==> src/rtl/dma_mem_responder_if.sv <==
// DMA / CPU / memory signal bundle for dma_mem_responder.
// The slave modport is the responder's view; the master modport is the disk/CPU/memory side.
interface dma_mem_responder_if;
    logic        dmaREQ;
    logic        dmaRD;
    logic        dmaWR;
    logic [14:0] dmaADDR;
    logic [11:0] dmaDOUT;
    logic        dmaGNT;
    logic [11:0] dmaDIN;
    logic        dmaACK;
    logic        cpuBUSY;
    logic        cpuHOLD;
    logic [14:0] memADDR;
    logic [11:0] memDOUT;
    logic [11:0] memDIN;
    logic        memWE;
    logic        memRE;
    logic        dmaERR;

    modport slave (
        input  dmaREQ, dmaRD, dmaWR, dmaADDR, dmaDOUT, cpuBUSY, memDIN,
        output dmaGNT, dmaDIN, dmaACK, cpuHOLD, memADDR, memDOUT, memWE, memRE, dmaERR
    );

    modport master (
        output dmaREQ, dmaRD, dmaWR, dmaADDR, dmaDOUT, cpuBUSY, memDIN,
        input  dmaGNT, dmaDIN, dmaACK, cpuHOLD, memADDR, memDOUT, memWE, memRE, dmaERR
    );
endinterface

==> src/rtl/dma_mem_responder.sv <==
// Arbitrates memory between the CPU and a disk DMA engine, performs single-word DMA reads and
// writes, and forces a one-cycle CPU slot after MAX_HOLD consecutive granted cycles.
module dma_mem_responder #(
    parameter int unsigned MEM_LAT  = 2,
    parameter int unsigned MAX_HOLD = 256
) (
    input logic                  clk,
    input logic                  reset,
    input logic                  clear,
    dma_mem_responder_if.slave   bus
);
    typedef enum logic [2:0] {StIdle, StWaitCpu, StGranted, StRdWait, StYield} state_e;

    state_e      r_state;
    logic [8:0]  r_hold;
    logic [2:0]  r_lat;
    logic        r_gnt;
    logic        r_ack;
    logic        r_cpu_hold;
    logic        r_we;
    logic        r_re;
    logic        r_err;
    logic [11:0] r_din;
    logic [11:0] r_mdout;
    logic [14:0] r_maddr;

    logic w_both;
    logic w_bad;
    logic w_hold_done;
    logic w_lat_done;

    assign w_both      = bus.dmaRD & bus.dmaWR;
    // Any strobe is illegal without a grant, during a pending read, or when both fire together.
    assign w_bad       = (bus.dmaRD | bus.dmaWR) & (~r_gnt | (r_state == StRdWait) | w_both);
    assign w_hold_done = ({1'b0, r_hold} + 10'd1) >= 10'(MAX_HOLD);
    assign w_lat_done  = (r_lat == 3'(MEM_LAT));

    always_ff @(posedge clk or negedge reset) begin
        if (!reset) begin
            r_state    <= StIdle;
            r_hold     <= '0;
            r_lat      <= '0;
            r_gnt      <= 1'b0;
            r_ack      <= 1'b0;
            r_cpu_hold <= 1'b0;
            r_we       <= 1'b0;
            r_re       <= 1'b0;
            r_err      <= 1'b0;
            r_din      <= '0;
            r_mdout    <= '0;
            r_maddr    <= '0;
        end else if (clear) begin
            r_state    <= StIdle;
            r_hold     <= '0;
            r_lat      <= '0;
            r_gnt      <= 1'b0;
            r_ack      <= 1'b0;
            r_cpu_hold <= 1'b0;
            r_we       <= 1'b0;
            r_re       <= 1'b0;
            r_err      <= 1'b0;
            r_din      <= '0;
            r_mdout    <= '0;
            r_maddr    <= '0;
        end else begin
            r_we  <= 1'b0;
            r_re  <= 1'b0;
            r_ack <= 1'b0;
            if (w_bad) r_err <= 1'b1;

            case (r_state)
                StIdle: begin
                    if (bus.dmaREQ) begin
                        r_state    <= StWaitCpu;
                        r_cpu_hold <= 1'b1;
                    end
                end
                StWaitCpu: begin
                    if (!bus.dmaREQ) begin
                        r_state    <= StIdle;
                        r_cpu_hold <= 1'b0;
                    end else if (!bus.cpuBUSY) begin
                        r_state <= StGranted;
                        r_gnt   <= 1'b1;
                        r_hold  <= '0;
                    end
                end
                StGranted: begin
                    r_hold <= r_hold + 9'd1;
                    if (bus.dmaRD && !w_both) begin
                        r_re    <= 1'b1;
                        r_maddr <= bus.dmaADDR;
                        r_lat   <= 3'd1;
                        r_state <= StRdWait;
                    end else begin
                        if (bus.dmaWR && !w_both) begin
                            r_we    <= 1'b1;
                            r_ack   <= 1'b1;
                            r_maddr <= bus.dmaADDR;
                            r_mdout <= bus.dmaDOUT;
                        end
                        if (!bus.dmaREQ || w_hold_done) begin
                            r_state    <= bus.dmaREQ ? StYield : StIdle;
                            r_gnt      <= 1'b0;
                            r_cpu_hold <= 1'b0;
                            r_hold     <= '0;
                        end
                    end
                end
                StRdWait: begin
                    r_hold <= r_hold + 9'd1;
                    if (w_lat_done) begin
                        r_din <= bus.memDIN;
                        r_ack <= 1'b1;
                        if (!bus.dmaREQ || w_hold_done) begin
                            r_state    <= bus.dmaREQ ? StYield : StIdle;
                            r_gnt      <= 1'b0;
                            r_cpu_hold <= 1'b0;
                            r_hold     <= '0;
                        end else begin
                            r_state <= StGranted;
                        end
                    end else begin
                        r_lat <= r_lat + 3'd1;
                    end
                end
                StYield: begin
                    r_hold <= '0;
                    if (bus.dmaREQ) begin
                        r_state    <= StWaitCpu;
                        r_cpu_hold <= 1'b1;
                    end else begin
                        r_state <= StIdle;
                    end
                end
                default: r_state <= StIdle;
            endcase
        end
    end

    assign bus.dmaGNT  = r_gnt;
    assign bus.dmaDIN  = r_din;
    assign bus.dmaACK  = r_ack;
    assign bus.cpuHOLD = r_cpu_hold;
    assign bus.memADDR = r_maddr;
    assign bus.memDOUT = r_mdout;
    assign bus.memWE   = r_we;
    assign bus.memRE   = r_re;
    assign bus.dmaERR  = r_err;
endmodule

==> src/flat_wrapper.sv <==
// flat-port wrapper written by rule: the top's interface ports become plain ports
module dma_mem_responder_flat 
#(
    parameter int unsigned MEM_LAT  = 2,
    parameter int unsigned MAX_HOLD = 256
)
  (clk, reset, clear, bus_dmaREQ, bus_dmaRD, bus_dmaWR, bus_dmaADDR, bus_dmaDOUT, bus_cpuBUSY, bus_memDIN, bus_dmaGNT, bus_dmaDIN, bus_dmaACK, bus_cpuHOLD, bus_memADDR, bus_memDOUT, bus_memWE, bus_memRE, bus_dmaERR);
  dma_mem_responder_if bus_i ();
  input logic clk;
  input logic reset;
  input logic clear;
  input wire logic [$bits(bus_i.dmaREQ)-1:0] bus_dmaREQ;
  input wire logic [$bits(bus_i.dmaRD)-1:0] bus_dmaRD;
  input wire logic [$bits(bus_i.dmaWR)-1:0] bus_dmaWR;
  input wire logic [$bits(bus_i.dmaADDR)-1:0] bus_dmaADDR;
  input wire logic [$bits(bus_i.dmaDOUT)-1:0] bus_dmaDOUT;
  input wire logic [$bits(bus_i.cpuBUSY)-1:0] bus_cpuBUSY;
  input wire logic [$bits(bus_i.memDIN)-1:0] bus_memDIN;
  output wire logic [$bits(bus_i.dmaGNT)-1:0] bus_dmaGNT;
  output wire logic [$bits(bus_i.dmaDIN)-1:0] bus_dmaDIN;
  output wire logic [$bits(bus_i.dmaACK)-1:0] bus_dmaACK;
  output wire logic [$bits(bus_i.cpuHOLD)-1:0] bus_cpuHOLD;
  output wire logic [$bits(bus_i.memADDR)-1:0] bus_memADDR;
  output wire logic [$bits(bus_i.memDOUT)-1:0] bus_memDOUT;
  output wire logic [$bits(bus_i.memWE)-1:0] bus_memWE;
  output wire logic [$bits(bus_i.memRE)-1:0] bus_memRE;
  output wire logic [$bits(bus_i.dmaERR)-1:0] bus_dmaERR;
  assign bus_i.dmaREQ = bus_dmaREQ;
  assign bus_i.dmaRD = bus_dmaRD;
  assign bus_i.dmaWR = bus_dmaWR;
  assign bus_i.dmaADDR = bus_dmaADDR;
  assign bus_i.dmaDOUT = bus_dmaDOUT;
  assign bus_i.cpuBUSY = bus_cpuBUSY;
  assign bus_i.memDIN = bus_memDIN;
  assign bus_dmaGNT = bus_i.dmaGNT;
  assign bus_dmaDIN = bus_i.dmaDIN;
  assign bus_dmaACK = bus_i.dmaACK;
  assign bus_cpuHOLD = bus_i.cpuHOLD;
  assign bus_memADDR = bus_i.memADDR;
  assign bus_memDOUT = bus_i.memDOUT;
  assign bus_memWE = bus_i.memWE;
  assign bus_memRE = bus_i.memRE;
  assign bus_dmaERR = bus_i.dmaERR;
  dma_mem_responder #(.MEM_LAT(MEM_LAT), .MAX_HOLD(MAX_HOLD)) u_core (.clk(clk), .reset(reset), .clear(clear), .bus(bus_i));
endmodule
==> config.mk <==
export PLATFORM = sky130hd
export DESIGN_NAME = dma_mem_responder_flat
export DESIGN_NICKNAME = d
export VERILOG_FILES = /design/src/rtl/dma_mem_responder_if.sv /design/src/rtl/dma_mem_responder.sv /design/src/flat_wrapper.sv
export SDC_FILE = /design/constraint.sdc
export NUM_CORES = 1
export LEC_CHECK = 0
export CAP_MARGIN = 20
export CORE_UTILIZATION = 46
export DETAILED_ROUTE_END_ITERATION = 10
export PLACE_DENSITY = 0.82
export REMOVE_ABC_BUFFERS = 1
export SYNTH_ARGS = -nofsm -noshare
export SYNTH_HDL_FRONTEND = slang
export SYNTH_SLANG_ARGS = --single-unit
==> constraint.sdc <==
create_clock -name clk -period 1.9 [get_ports clk]
set_clock_uncertainty 0.1 [all_clocks]
set_input_delay 0.285 -clock clk [delete_from_list [all_inputs] [get_ports clk]]
set_output_delay 0.285 -clock clk [all_outputs]
set_load 0.005 [all_outputs]
======== Word-level counts from Yosys, hierarchy flattened ========
Cells that the tools add are included.
storage, ports and cells
  word-level logic and storage cells ...... 123
  register bits ........................... 60
  input bits .............................. 46
  output and inout port bits .............. 45
operators by class
  bitwise operators ....................... 6
  multiplexer cells ....................... 59
  add/subtract/negate cells ............... 3
  equality and inequality tests ........... 17
  magnitude comparators ................... 1
  reduce and logical (&&, ||, !) cells .... 25
operators with widths
  cell                    number
  $mux W12                7
  $mux W15                4
  $mux W9                 6
  $mux W3                 12
  $pmux W9 S4             1
  $mux W1                 24
  $ne A3 B3 Y1 const B    6
  $pmux W3 S5             1
  $add A9 B1 Y10 const B  1
  $ge A10 B9 Y1 const B   1
  $reduce_and A5 Y1       2
  $reduce_bool A2 Y1      5
  $reduce_bool A5 Y1      2
  $add A9 B1 Y9 const B   1
  $eq A3 B2 Y1 const B    3
  $reduce_and A3 Y1       3
  $ne A3 B2 Y1 const B    2
  $pmux W3 S2             1
  $reduce_bool A3 Y1      2
  $ne A4 B2 Y1 const B    1
  $ne A4 B4 Y1 const B    1
  $pmux W1 S4             1
  $reduce_and A2 Y1       2
  $reduce_and A4 Y1       1
  other kinds (16)        21

======== Logic depth before layout (Yosys ltp) ========
Gate-level depths: netlist of the first run.
  depth after elaboration ................. 7
  mapped depth ............................ 7
  depth with buffers taken out ............ 7

======== Least setup slack after synthesis of the first run ========
No wires, ideal clock.
  kind .................................... register to register
  from .................................... register u_core.r_hold[0]
  to ...................................... register u_core.r_gnt, in the netlist u_core.bus.dmaGNT
  cell stages (with the launch flop) ...... 7
  arrival ................................. 1373 ps
  library setup time ...................... 99 ps
  data required time ...................... 1701 ps
  buffers on the path ..................... 0
  setup slack ............................. 327 ps
  clock period less this slack ............ 1573 ps
  path through ............................ dfrtp_1 > ha_1 > nand3_1 > nor2_1 > o21ai_1 > nand2_1 > a311oi_1
on the way
  cells in the longest elaborated chain, start to end .. 7
  elaborated cells between the ends (all ways) .. 8
  classes of those cells .................. 1 x add/sub; 1 x order compare; 5 x mux; 1 x reduce/logical
RTL lines
  element                   line                                                source
  start: declaration        dma_mem_responder.sv:15                             logic [8:0] r_hold;
  start signal: assignment  dma_mem_responder.sv:89                             r_hold <= r_hold + 9'd1;
  start signal: assignment  dma_mem_responder.sv:111                            r_hold <= r_hold + 9'd1;
  $add A9 B1 Y10 *          dma_mem_responder.sv:35                             assign w_hold_done = ({1'b0, r_hold} + 10'd1) >= 10'(MAX_HOLD);
  $ge A10 B9 Y1 *           dma_mem_responder.sv:35
  $logic_or A1 B1 Y1 *      dma_mem_responder.sv:102, dma_mem_responder.sv:115
  $mux W1 *                 --
  $mux W1                   --
  $pmux W1 S3 *             --
  $mux W1 *                 --
  end signal: assignment    dma_mem_responder.sv:43                             r_gnt <= 1'b0;
  end signal: assignment    dma_mem_responder.sv:56                             r_gnt <= 1'b0;
  end signal: assignment    dma_mem_responder.sv:84                             r_gnt <= 1'b1;
  end: declaration          dma_mem_responder.sv:17                             logic r_gnt;
Every way passes the cells marked *; elsewhere a longest branch is shown, timed or not. The select of a mux whose other input is x is not followed.
A chain may end at the register's enable or synchronous reset.

======== Worst setup path in the final report of the first run ========
  from .................................... register u_core.r_state[1]
  to ...................................... register u_core.r_hold[7]
on the way
  cells in the longest elaborated chain, start to end .. 3
  elaborated cells between the ends (all ways) .. 10
  classes of those cells .................. 6 x eq/ne; 2 x mux; 2 x reduce/logical
RTL lines
  element                                       line                     source
  start: declaration                            dma_mem_responder.sv:14  state_e r_state;
  start signal: assignment                      dma_mem_responder.sv:40  r_state <= StIdle;
  start signal: assignment                      dma_mem_responder.sv:53  r_state <= StIdle;
  start signal: assignment                      dma_mem_responder.sv:74  r_state <= StWaitCpu;
  $eq A3 B3 Y1 (tied with other cells)          dma_mem_responder.sv:71  case (r_state)
  $pmux W9 S4 (tied with other cells)           dma_mem_responder.sv:71
  $mux W9 or $reduce_and A3 Y1 (tied branches)  --
Parallel ways exist; a longest one is shown, timed or not.

==> out/results.txt, run 1 <==
Status -> complete, no violations
Placed Cells -> 445
CTS tree -> done
Commonest non-fill, non-tap cell in the layout -> clkdlybuf4s50_1
Sequential share of the synthesized area -> 0.5211
Slowest stage delay, CP -> 0.49 ns
Synth warn -> 0
Crit-path leading delay family -> flip-flops
Total number of vias -> 2452
Switching Share -> 0.2508
Max Buffers Root-to-Sink -> 2
Startpoint types -> flop
Most frequent cells in the layout -> clkdlybuf4s50_1, dfrtp_1, nand2_1, a22o_1
Post-place setup slack -> -0.3547 ns
Die Wd -> 81.15 um
Max-slew headroom -> 0.6004
Sequential Power Share -> 0.428
Skew-Pair Late Insertion Delay -> 0.34 ns
Core area -> 0.005991 mm2
Slew Limit Fails -> 0
Synthesized flop and latch total -> 60
Final core utilization -> 0.7049
Library cells used by synthesis -> 47
Antenna cell count -> 0
Fmax -> 546.8 MHz
Post-CTS setup buffers -> 0
Site Rows -> 28
GRT Util Overall -> 0.2201
Layout cells sized above 1 -> 0.1473
Fin area -> 0.004223 mm2
Clk slew on worst S/H paths -> 0.07 ns
Lkg Pwr -> 1.817 nW
Final setup violation count -> 0
Area Growth Syn to Fin -> 46.55%
Cell Area, Placed -> 0.003964 mm2
Number of global-route vias before repair -> 2305
Post-synth top flop -> dfrtp_1
Routed WL -> 7009 um
Final period utilization -> 0.9626
Port Buffers -> 90
Hold Vio Cnt, Final -> 0
Min-Delay Path Class -> in2async
Critical path fanouts, max -> 13
Mapped Area -> 0.002882 mm2
CTS root buffer -> clkbuf_8
Crit path cell chain -> buf_4, nor3_2, o2bb2ai_4, nor3_2, xor2_1, a22o_1
DR WL/cell -> 15.17 um
Clock share of power -> 0.387
Maxcap violations -> 0
Sink Count -> 60
TritonRoute pass-1 iters -> 4
Die footprint -> 0.006585 mm2
Crit end category -> flop
DRT iter0 DRCs -> 128
Fin cells -> 462
Min cycle time layout -> 1.829 ns
Crit Path Class -> reg2reg
Detail Route Antenna Nets -> 0
Post-synth EDFFs -> 0
Initial antenna violation count -> 0
Max rail drop VDD -> 0.4735 mV
Fin worst setup slack -> 0.07110 ns
IO Count -> 91
Comb pwr share -> 0.184
Worst path slowest cell -> dfrtp_1
Global-route wire length before repair -> 10900 um
Data required time of the critical path -> 2.02 ns
GR Overflow Total -> 0
Die height -> 81.15 um
RSZ-0062 raised after global routing -> false
Worst Tran Pin Value -> 0.5981 ns
DP Wirelength -> 4980 um
Crit path DAT -> 1.95 ns
Internal cell power -> 2.445 mW
Cell count after synthesis -> 272
Psw -> 818.6 uW
CTS HTree Levels -> 3
Synth Area per Inst -> 10.59 um2
Fill count -> 432
Number of buffers created by CTS -> 9
RD Place Congestion -> 0.8768
Fraction of registers with async set/reset -> 1.000
Vias/cell -> 5.307
CP bufs+invs -> 1
Largest net degree at the start of global routing -> 41
Crit-path most repeated cell -> nor3_2
Detailed-route DRC error count -> 0
Initial core utilization -> 0.4810
Pwr Density -> 772.8 mW/mm2
Nets -> 431
## per-layer routing
metal,part of all wire,vias to the layer above,GRT usage,routed length [um]
met5,0,-,0,0
met4,0.014,0,0.08036,96
met3,0.051,8,0.05393,355
met2,0.48,74,0.3538,3391
met1,0.45,1177,0.2874,3166
li1,-,1193,-,-
## synth_stat cells, types with 3 or more instances
library cell | count | share of area
inv_1 | 3 | 0.0039
nand2_1 | 29 | 0.038
o21ai_0 | 7 | 0.012
dfrtp_1 | 60 | 0.52
a22o_1 | 29 | 0.088
a31oi_1 | 3 | 0.0065
nor2_1 | 18 | 0.023
nor3_1 | 8 | 0.014
buf_4 | 3 | 0.0078
nand2b_1 | 22 | 0.048
nand4_1 | 4 | 0.0087
a21oi_1 | 5 | 0.0087
ha_1 | 3 | 0.013
buf_2 | 8 | 0.014
nor2b_1 | 3 | 0.0065
nand3_1 | 7 | 0.012
a22oi_1 | 3 | 0.0078
buf_6 | 3 | 0.012
o21ai_1 | 17 | 0.030
## metrics by stage
step	power, mW	TNS [ns]	hold WS (ns)
finish	3.263	0	0.3512
floorplan	1.643	-3.833	-0.1106
CTS	3.281	0	0.3522
detailed placement	2.006	-10.75	0.1730
global placement	1.996	-9.636	0.1673
global route	3.414	0	0.3819
## path summary, 6_finish.rpt
kind	endpoint	slack, ns	depth (start not counted)	startpoint
worst min-delay path	u_core.bus.dmaDIN[7]$_DFFE_PN0P_	0.35	2	reset
min in group clk	u_core.bus.memADDR[2]$_DFFE_PN0P_	0.39	2	u_core.bus.memADDR[2]$_DFFE_PN0P_
worst min register to register	u_core.bus.memADDR[2]$_DFFE_PN0P_	0.39	2	u_core.bus.memADDR[2]$_DFFE_PN0P_
max in group asynchronous	u_core.bus.cpuHOLD$_DFFE_PN0P_	0.77	3	reset
worst max register to register	u_core.r_hold[7]$_DFFE_PN0P_	0.07	6	u_core.r_state[1]$_DFFE_PN0P_
worst max-delay path	u_core.r_hold[7]$_DFFE_PN0P_	0.07	6	u_core.r_state[1]$_DFFE_PN0P_
## what timing repair did
action,CTS,global route
endpoints found under the setup margin,28,22
hold buffers,1,0
hold endpoints to repair,20,0
gates resized for setup,2,5
## layout make-up
| type | count | area, um2 | share of cell area |
|---|---|---|---|
| clock buffer | 12 | 145.1 | 0.03437 |
| clock inverter | 4 | 72.57 | 0.01719 |
| inverter | 3 | 11.26 | 0.002667 |
| multi-input combinational | 193 | 1287 | 0.3049 |
| sequential | 60 | 1501 | 0.3556 |
| tap | 75 | 93.84 | 0.02222 |
| timing repair buffer | 115 | 1111 | 0.2631 |
## power groups by stage
stage | Clock, mW | Sequential [mW] | Combinational (mW)
2_1_floorplan | 0 | 1.43 | 0.218
3_3_place_gp | 0 | 1.42 | 0.576
3_5_place_dp | 0 | 1.42 | 0.585
4_1_cts | 1.29 | 1.40 | 0.593
5_1_grt | 1.35 | 1.41 | 0.657
6_report | 1.26 | 1.40 | 0.602
## registers in the layout, indices dropped and copies added (netlist names)
signal	flops
u_core.bus.cpuHOLD	1
u_core.bus.dmaACK	1
u_core.bus.dmaDIN	12
u_core.bus.dmaERR	1
u_core.bus.dmaGNT	1
u_core.bus.memADDR	15
u_core.bus.memDOUT	12
u_core.bus.memRE	1
u_core.bus.memWE	1
u_core.r_hold	9
u_core.r_lat	3
u_core.r_state	3
## cells by family after synthesis
group                    synth area share
flip-flops                         0.5211
AND/OR/NAND/NOR                    0.2023
XOR/XNOR                         0.009120
buffers and inverters             0.04385
adder cells (fa/ha/maj)           0.01303
multiplexers                     0.006948
AO/OA/AOI/OAI                      0.2036
No activity file was read; power rests on OpenSTA's default activity.
==> inputs of run 2 (changes only) <==
==> constraint.sdc (replaced) <==
create_clock -name clk -period 1.9 [get_ports clk]
set_clock_uncertainty 0.1 [all_clocks]
set_input_delay 0.475 -clock clk [delete_from_list [all_inputs] [get_ports clk]]
set_output_delay 0.475 -clock clk [all_outputs]
set_load 0.005 [all_outputs]
==> run 2 against run 1 <==
  * Global-route usage rose by 0.59 points
  * Sequential power barely moved
  * Worst setup slack worse by 0.043 ns
  * Critical path type is now in2reg
  * Largest cell class unchanged
  * Largest power group unchanged
==> out/results.txt, run 2 (synthesized netlist as in run 1, its figures left out) <==
Status -> complete, no violations (unchanged)
Detail Route Antenna Nets -> 0 (unchanged)
Critical path fanouts, max -> 6 (was 13)
Max Buffers Root-to-Sink -> 2 (unchanged)
Crit path DAT -> 2.00 ns (was 1.95 ns)
CTS root buffer -> clkbuf_8 (unchanged)
RD Place Congestion -> 0.8569 (was 0.8768)
DR WL/cell -> 15.49 um (was 15.17 um)
IO Count -> 91 (unchanged)
Most frequent cells in the layout -> clkdlybuf4s50_1, dfrtp_1, nand2_1, a22o_1, buf_4 (was clkdlybuf4s50_1, dfrtp_1, nand2_1, a22o_1)
Die footprint -> 0.006585 mm2 (unchanged)
Worst Tran Pin Value -> 0.5154 ns (was 0.5981 ns)
Total number of vias -> 2524 (was 2452)
Core area -> 0.005991 mm2 (unchanged)
Initial core utilization -> 0.4810 (unchanged)
Number of buffers created by CTS -> 9 (unchanged)
DRT iter0 DRCs -> 87 (was 128)
Slew Limit Fails -> 0 (unchanged)
Sequential Area -> 0.001503 mm2 (was 0.001501 mm2)
CTS tree -> done (unchanged)
Antenna cell count -> 0 (unchanged)
Reg-to-reg startpoint -> u_core.r_state[0]$_DFFE_PN0P_ (was u_core.r_state[1]$_DFFE_PN0P_)
CTS HTree Levels -> 3 (unchanged)
Min cycle time layout -> 1.872 ns (was 1.829 ns)
DP Wirelength -> 4928 um (was 4980 um)
Skew-Pair Late Insertion Delay -> 0.34 ns (about the same)
Commonest non-fill, non-tap cell in the layout -> clkdlybuf4s50_1 (unchanged)
Largest net degree at the start of global routing -> 41 (unchanged)
Site Rows -> 28 (unchanged)
Sink Count -> 60 (unchanged)
Number of global-route vias before repair -> 2434 (was 2305)
Initial antenna violation count -> 0 (unchanged)
Clk slew on worst S/H paths -> 0.06 ns (was 0.07 ns)
R2R setup slack -> 0.10 ns (was 0.07 ns)
Final setup violation count -> 0 (unchanged)
Fmax -> 534.1 MHz (was 546.8 MHz)
Critical R2R Capture -> u_core.r_hold[7]$_DFFE_PN0P_ (unchanged)
Hold Vio Cnt, Final -> 0 (unchanged)
Fill count -> 440 (was 432)
TritonRoute pass-1 iters -> 4 (unchanged)
Layout cells sized above 1 -> 0.1751 (was 0.1473)
Beginning of the worst hold path -> u_core.bus.memADDR[9]$_DFFE_PN0P_
WHS Path Cells -> 2
GRT Util Overall -> 0.2261 (was 0.2201)
Max FFs per register -> 15 (unchanged)
Startpoint types -> primary input (was flop)
Routed WL -> 7264 um (was 7009 um)
Max rail drop VDD -> 0.5433 mV (was 0.4735 mV)
Final period utilization -> 0.9854 (was 0.9626)
Vias/cell -> 5.382 (was 5.307)
Hold slack final -> 0.3887 ns (was 0.3512 ns)
Min-Delay Path Class -> reg2reg (was in2async)
Detailed-route DRC error count -> 0 (unchanged)
Data required time of the critical path -> 2.02 ns (about the same)
Area Growth Syn to Fin -> 48.28% (was 46.55%)
Crit end category -> flop (unchanged)
Multi-input gate area -> 0.001326 mm2 (was 0.001287 mm2)
Die Wd -> 81.15 um (unchanged)
Lkg Pwr -> 1.850 nW (was 1.817 nW)
Pwr Density -> 730.4 mW/mm2 (was 772.8 mW/mm2)
GR Overflow Total -> 0 (unchanged)
Max-slew headroom -> 0.6560 (was 0.6004)
Die height -> 81.15 um (unchanged)
Worst r2r path cells -> 6 (unchanged)
Global-route wire length before repair -> 11200 um (was 10900 um)
Nets -> 438 (was 431)
Crit Path Class -> in2reg (was reg2reg)
WHS Endpoint -> u_core.bus.memADDR[9]$_DFFE_PN0P_
Port Buffers -> 90 (unchanged)
Maxcap violations -> 0 (unchanged)
Pwr Total -> 3.121 mW (was 3.263 mW)
[run 2: cell type report]
| cell class | count | share of cell area |
|---|---|---|
| Sequential cell | 60 | 0.3517 |
| Clock buffer | 12 | 0.03865 |
| Multi-Input combinational cell | 195 | 0.3104 |
| Tap cell | 75 | 0.02196 |
| Timing Repair Buffer | 120 | 0.2694 |
| Clock inverter | 4 | 0.005271 |
| Inverter | 3 | 0.002635 |
[run 2: layer usage]
metal,GRT usage,share of wire
met1,0.2844,0.44
met2,0.3655,0.48
met3,0.06180,0.060
met4,0.09464,0.022
met5,0,0
[run 2: timing repair]
item	4_1_cts	5_1_grt
gates resized for setup	4	7
pin swaps	0	3
setup buffers	0	1
endpoints found under the hold margin	20	0
hold buffers	1	0
cloned	0	2
endpoints found under the setup margin	44	16
[run 2: worst max path at each step]
| stage | cells past startpoint | endpoint | slack (ns) | start |
|---|---|---|---|---|
| 2_1_floorplan | 3 | u_core.bus.memADDR[0]$_DFFE_PN0P_ | -0.26 | u_core.r_state[0]$_DFFE_PN0P_ |
| 3_3_place_gp | 5 | u_core.bus.memADDR[8]$_DFFE_PN0P_ | -0.49 | bus_dmaRD |
| 3_5_place_dp | 5 | u_core.bus.memADDR[3]$_DFFE_PN0P_ | -0.57 | bus_dmaRD |
| 4_1_cts | 7 | u_core.r_hold[7]$_DFFE_PN0P_ | 0.003 | clear |
| 5_1_grt | 7 | u_core.r_hold[3]$_DFFE_PN0P_ | -0.03 | clear |
| 6_report | 7 | u_core.r_hold[7]$_DFFE_PN0P_ | 0.03 | clear |
[run 2: critical path: stages]
cell,delay (ns)
clkdlybuf4s50_1,0.49
buf_4,0.20
nor3_4,0.21
o2bb2ai_4,0.20
nor3_2,0.08
xor2_1,0.14
a22o_1,0.19
[run 2: power breakdown]
part | switching [mW] | total (mW) | internal [mW]
combinational | 0.299 | 0.656 | 0.357
sequential | 0.0566 | 1.40 | 1.34
clock | 0.494 | 1.07 | 0.573
[run 2: stage by stage]
step                        util  instances  setup TNS, ns  instance area, um2  setup WS (ns)
after floorplan                -        256         -3.833                2766        -0.2556
after global placement    0.6667        449         -19.07                3994        -0.4907
after detailed placement  0.6667        449         -21.26                3994        -0.5711
after CTS                 0.7034        466              0                4214       0.002539
after global routing      0.7132        469       -0.05477                4273       -0.02569
final                     0.7132        469              0                4273        0.02775
==> inputs of run 3 (changes only) <==
- CORE_MARGIN: not set -> 2
==> run 3 against run 2 <==
  * Sequential share of layout area increased by 0.59 points
  * Core utilization decreased by 1.2 points
  * Die area increased by 5.0%
  * Critical path type is now reg2out
  * Largest power group unchanged
==> out/results.txt, run 3 (synthesized netlist as in run 1, its figures left out) <==
Min-Delay Path Class -> in2async (was reg2reg)
Skew-Pair Late Insertion Delay -> 0.34 ns (about the same)
Slew Limit Fails -> 0 (unchanged)
Number of global-route vias before repair -> 2541 (was 2434)
RSZ-0062 raised after global routing -> true
Clk slew on worst S/H paths -> 0.07 ns (was 0.06 ns)
Psw -> 872.1 uW (was 849.4 uW)
CTS tree -> done (unchanged)
Detailed-route DRC error count -> 0 (unchanged)
Setup total negative slack -> 0 ns (unchanged)
Levels on crit path -> 1 (was 7)
Max rail drop VDD -> 0.5426 mV (was 0.5433 mV)
Data required time of the critical path -> 1.32 ns (was 2.02 ns)
Hold Vio Cnt, Final -> 0 (unchanged)
WL met2 -> 3726 um (was 3511 um)
Detail Route Antenna Nets -> 0 (unchanged)
GR Overflow Total -> 0 (unchanged)
Slowest stage delay, CP -> 0.55 ns (was 0.49 ns)
Fmax -> 538.9 MHz (was 534.1 MHz)
Crit Path Class -> reg2out (was in2reg)
Die height -> 83.15 um (was 81.15 um)
Core area -> 0.005991 mm2 (unchanged)
Vias/cell -> 5.436 (was 5.382)
Area Growth Syn to Fin -> 45.72% (was 48.28%)
Commonest non-fill, non-tap cell in the layout -> clkdlybuf4s50_1 (unchanged)
Pwr Density -> 719.3 mW/mm2 (was 730.4 mW/mm2)
Status -> complete, no violations (unchanged)
Cell Area, Placed -> 0.003981 mm2 (was 0.003994 mm2)
Antenna cell count -> 0 (unchanged)
Most frequent cells in the layout -> clkdlybuf4s50_1, dfrtp_1, nand2_1, a22o_1, buf_4 (unchanged)
Crit path cell chain -> clkdlybuf4s50_1 (was clkdlybuf4s50_1, buf_4, nor3_4, o2bb2ai_4, nor3_2, xor2_1, a22o_1)
Sequential Area -> 0.001501 mm2 (was 0.001503 mm2)
Lkg Pwr -> 1.824 nW (was 1.850 nW)
Nets -> 435 (was 438)
Comb pwr share -> 0.210 (about the same)
Die Wd -> 83.15 um (was 81.15 um)
Max FFs per register -> 15 (unchanged)
DR WL/cell -> 15.92 um (was 15.49 um)
Worst r2r path cells -> 6 (unchanged)
Worst path slowest cell -> clkdlybuf4s50_1 (unchanged)
Total number of vias -> 2533 (was 2524)
Pwr Total -> 3.021 mW (was 3.121 mW)
Maxcap violations -> 0 (unchanged)
Startpoint types -> flop (was primary input)
Max-slew headroom -> 0.6144 (was 0.6560)
DRT iter0 DRCs -> 152 (was 87)
Die footprint -> 0.006913 mm2 (was 0.006585 mm2)
Initial core utilization -> 0.4810 (unchanged)
Final setup violation count -> 0 (unchanged)
Final period utilization -> 0.9766 (was 0.9854)
Crit-path leading delay family -> buffers and inverters (unchanged)
Sequential Power Share -> 0.460 (was 0.448)
Port Buffers -> 90 (unchanged)
Initial antenna violation count -> 0 (unchanged)
Worst Tran Pin Value -> 0.5770 ns (was 0.5154 ns)
Fin area -> 0.004199 mm2 (was 0.004273 mm2)
Clock share of power -> 0.330 (was 0.342)
Sink Count -> 60 (unchanged)
Number of buffers created by CTS -> 9 (unchanged)
Fill count -> 451 (was 440)
Routed wl met3 -> 370 um (was 435 um)
Largest net degree at the start of global routing -> 32 (was 41)
Routed WL -> 7420 um (was 7264 um)
Critical path fanouts, max -> 3 (was 6)
TritonRoute pass-1 iters -> 4 (unchanged)
WL met1 -> 3143 um (was 3160 um)
CTS HTree Levels -> 3 (unchanged)
Layout cells sized above 1 -> 0.1662 (was 0.1751)
Top metal layer carrying routed signals -> met4 (unchanged)
Max Buffers Root-to-Sink -> 2 (unchanged)
GRT Util Overall -> 0.2230 (was 0.2261)
Crit path DAT -> 1.28 ns (was 2.00 ns)
RD Place Congestion -> 0.8695 (was 0.8569)
Crit end category -> output pin (was flop)
Switching Share -> 0.2887 (was 0.2721)
Site Rows -> 28 (unchanged)
Multi-input gate area -> 0.001296 mm2 (was 0.001326 mm2)
CTS root buffer -> clkbuf_8 (unchanged)
Min cycle time layout -> 1.856 ns (was 1.872 ns)
Placed Cells -> 449 (unchanged)
DP Wirelength -> 5383 um (was 4928 um)
CP bufs+invs -> 1 (was 2)
Internal cell power -> 2.148 mW (was 2.272 mW)
Global-route wire length before repair -> 12410 um (was 11200 um)
Fin cells -> 466 (was 469)
IO Count -> 91 (unchanged)
==> run 3: changes by cell type in the layout (fill, tap and decap cells not counted), sizes merged <==
cell,delta
clkbuf,-3
o2bb2ai,-1
clkinvlp,+1
nor2,-1
clkinv,+2
dlygate4sd3,-1
==> run 3: layout make-up <==
type | count | area share
sequential | 60 | 0.3576
multi-input combinational | 193 | 0.3087
timing repair buffer | 119 | 0.2688
clock buffer | 9 | 0.02950
tap | 75 | 0.02235
clock inverter | 7 | 0.01043
inverter | 3 | 0.002682
==> run 3: final timing paths <==
check                                               endpoint  slack [ns]                              start
min in group clk           u_core.bus.memADDR[5]$_DFFE_PN0P_        0.38  u_core.bus.memADDR[5]$_DFFE_PN0P_
setup reg to reg                u_core.r_hold[2]$_DFFE_PN0P_        0.15       u_core.r_hold[0]$_DFFE_PN0P_
hold reg to reg            u_core.bus.memADDR[5]$_DFFE_PN0P_        0.38  u_core.bus.memADDR[5]$_DFFE_PN0P_
hold / removal              u_core.bus.dmaDIN[7]$_DFFE_PN0P_        0.05                              reset
max in group asynchronous      u_core.bus.dmaGNT$_DFFE_PN0P_        1.34                              reset
setup / recovery                                  bus_dmaGNT        0.04      u_core.bus.dmaGNT$_DFFE_PN0P_
==> run 3: per-stage QoR <==
stage | setup slack (ns) | hold slack (ns) | util
finish | 0.04438 | 0.05338 | 0.7009
global route | -0.01802 | 0.08012 | 0.7009
CTS | 0.03517 | 0.05809 | 0.6963
detailed placement | -0.5549 | 0.3792 | 0.6646
global placement | -0.4840 | 0.3658 | 0.6646
floorplan | -0.2556 | 0.07941 | -
==> run 3: layer usage <==
metal | global-route usage | vias up
met5 | 0 | -
met3 | 0.05765 | 16
met1 | 0.2769 | 1238
met2 | 0.3695 | 76
met4 | 0.09389 | 0
li1 | - | 1203
==> run 3: power groups by stage <==
stage	logic, mW	clock network (mW)	registers [mW]
6_report	0.634	0.998	1.39
2_1_floorplan	0.218	0	1.43
5_1_grt	0.690	1.08	1.40
3_5_place_dp	0.618	0	1.41
3_3_place_gp	0.600	0	1.41
4_1_cts	0.633	1.01	1.39
==> run 3: timing repair <==
action / 4_1_cts / 5_1_grt
gates cloned: 0 / 0
pin swaps: 0 / 1
hold buffers: 0 / 0
buffers inserted: 0 / 1
gates resized for setup: 4 / 5
setup endpoints to repair: 44 / 20
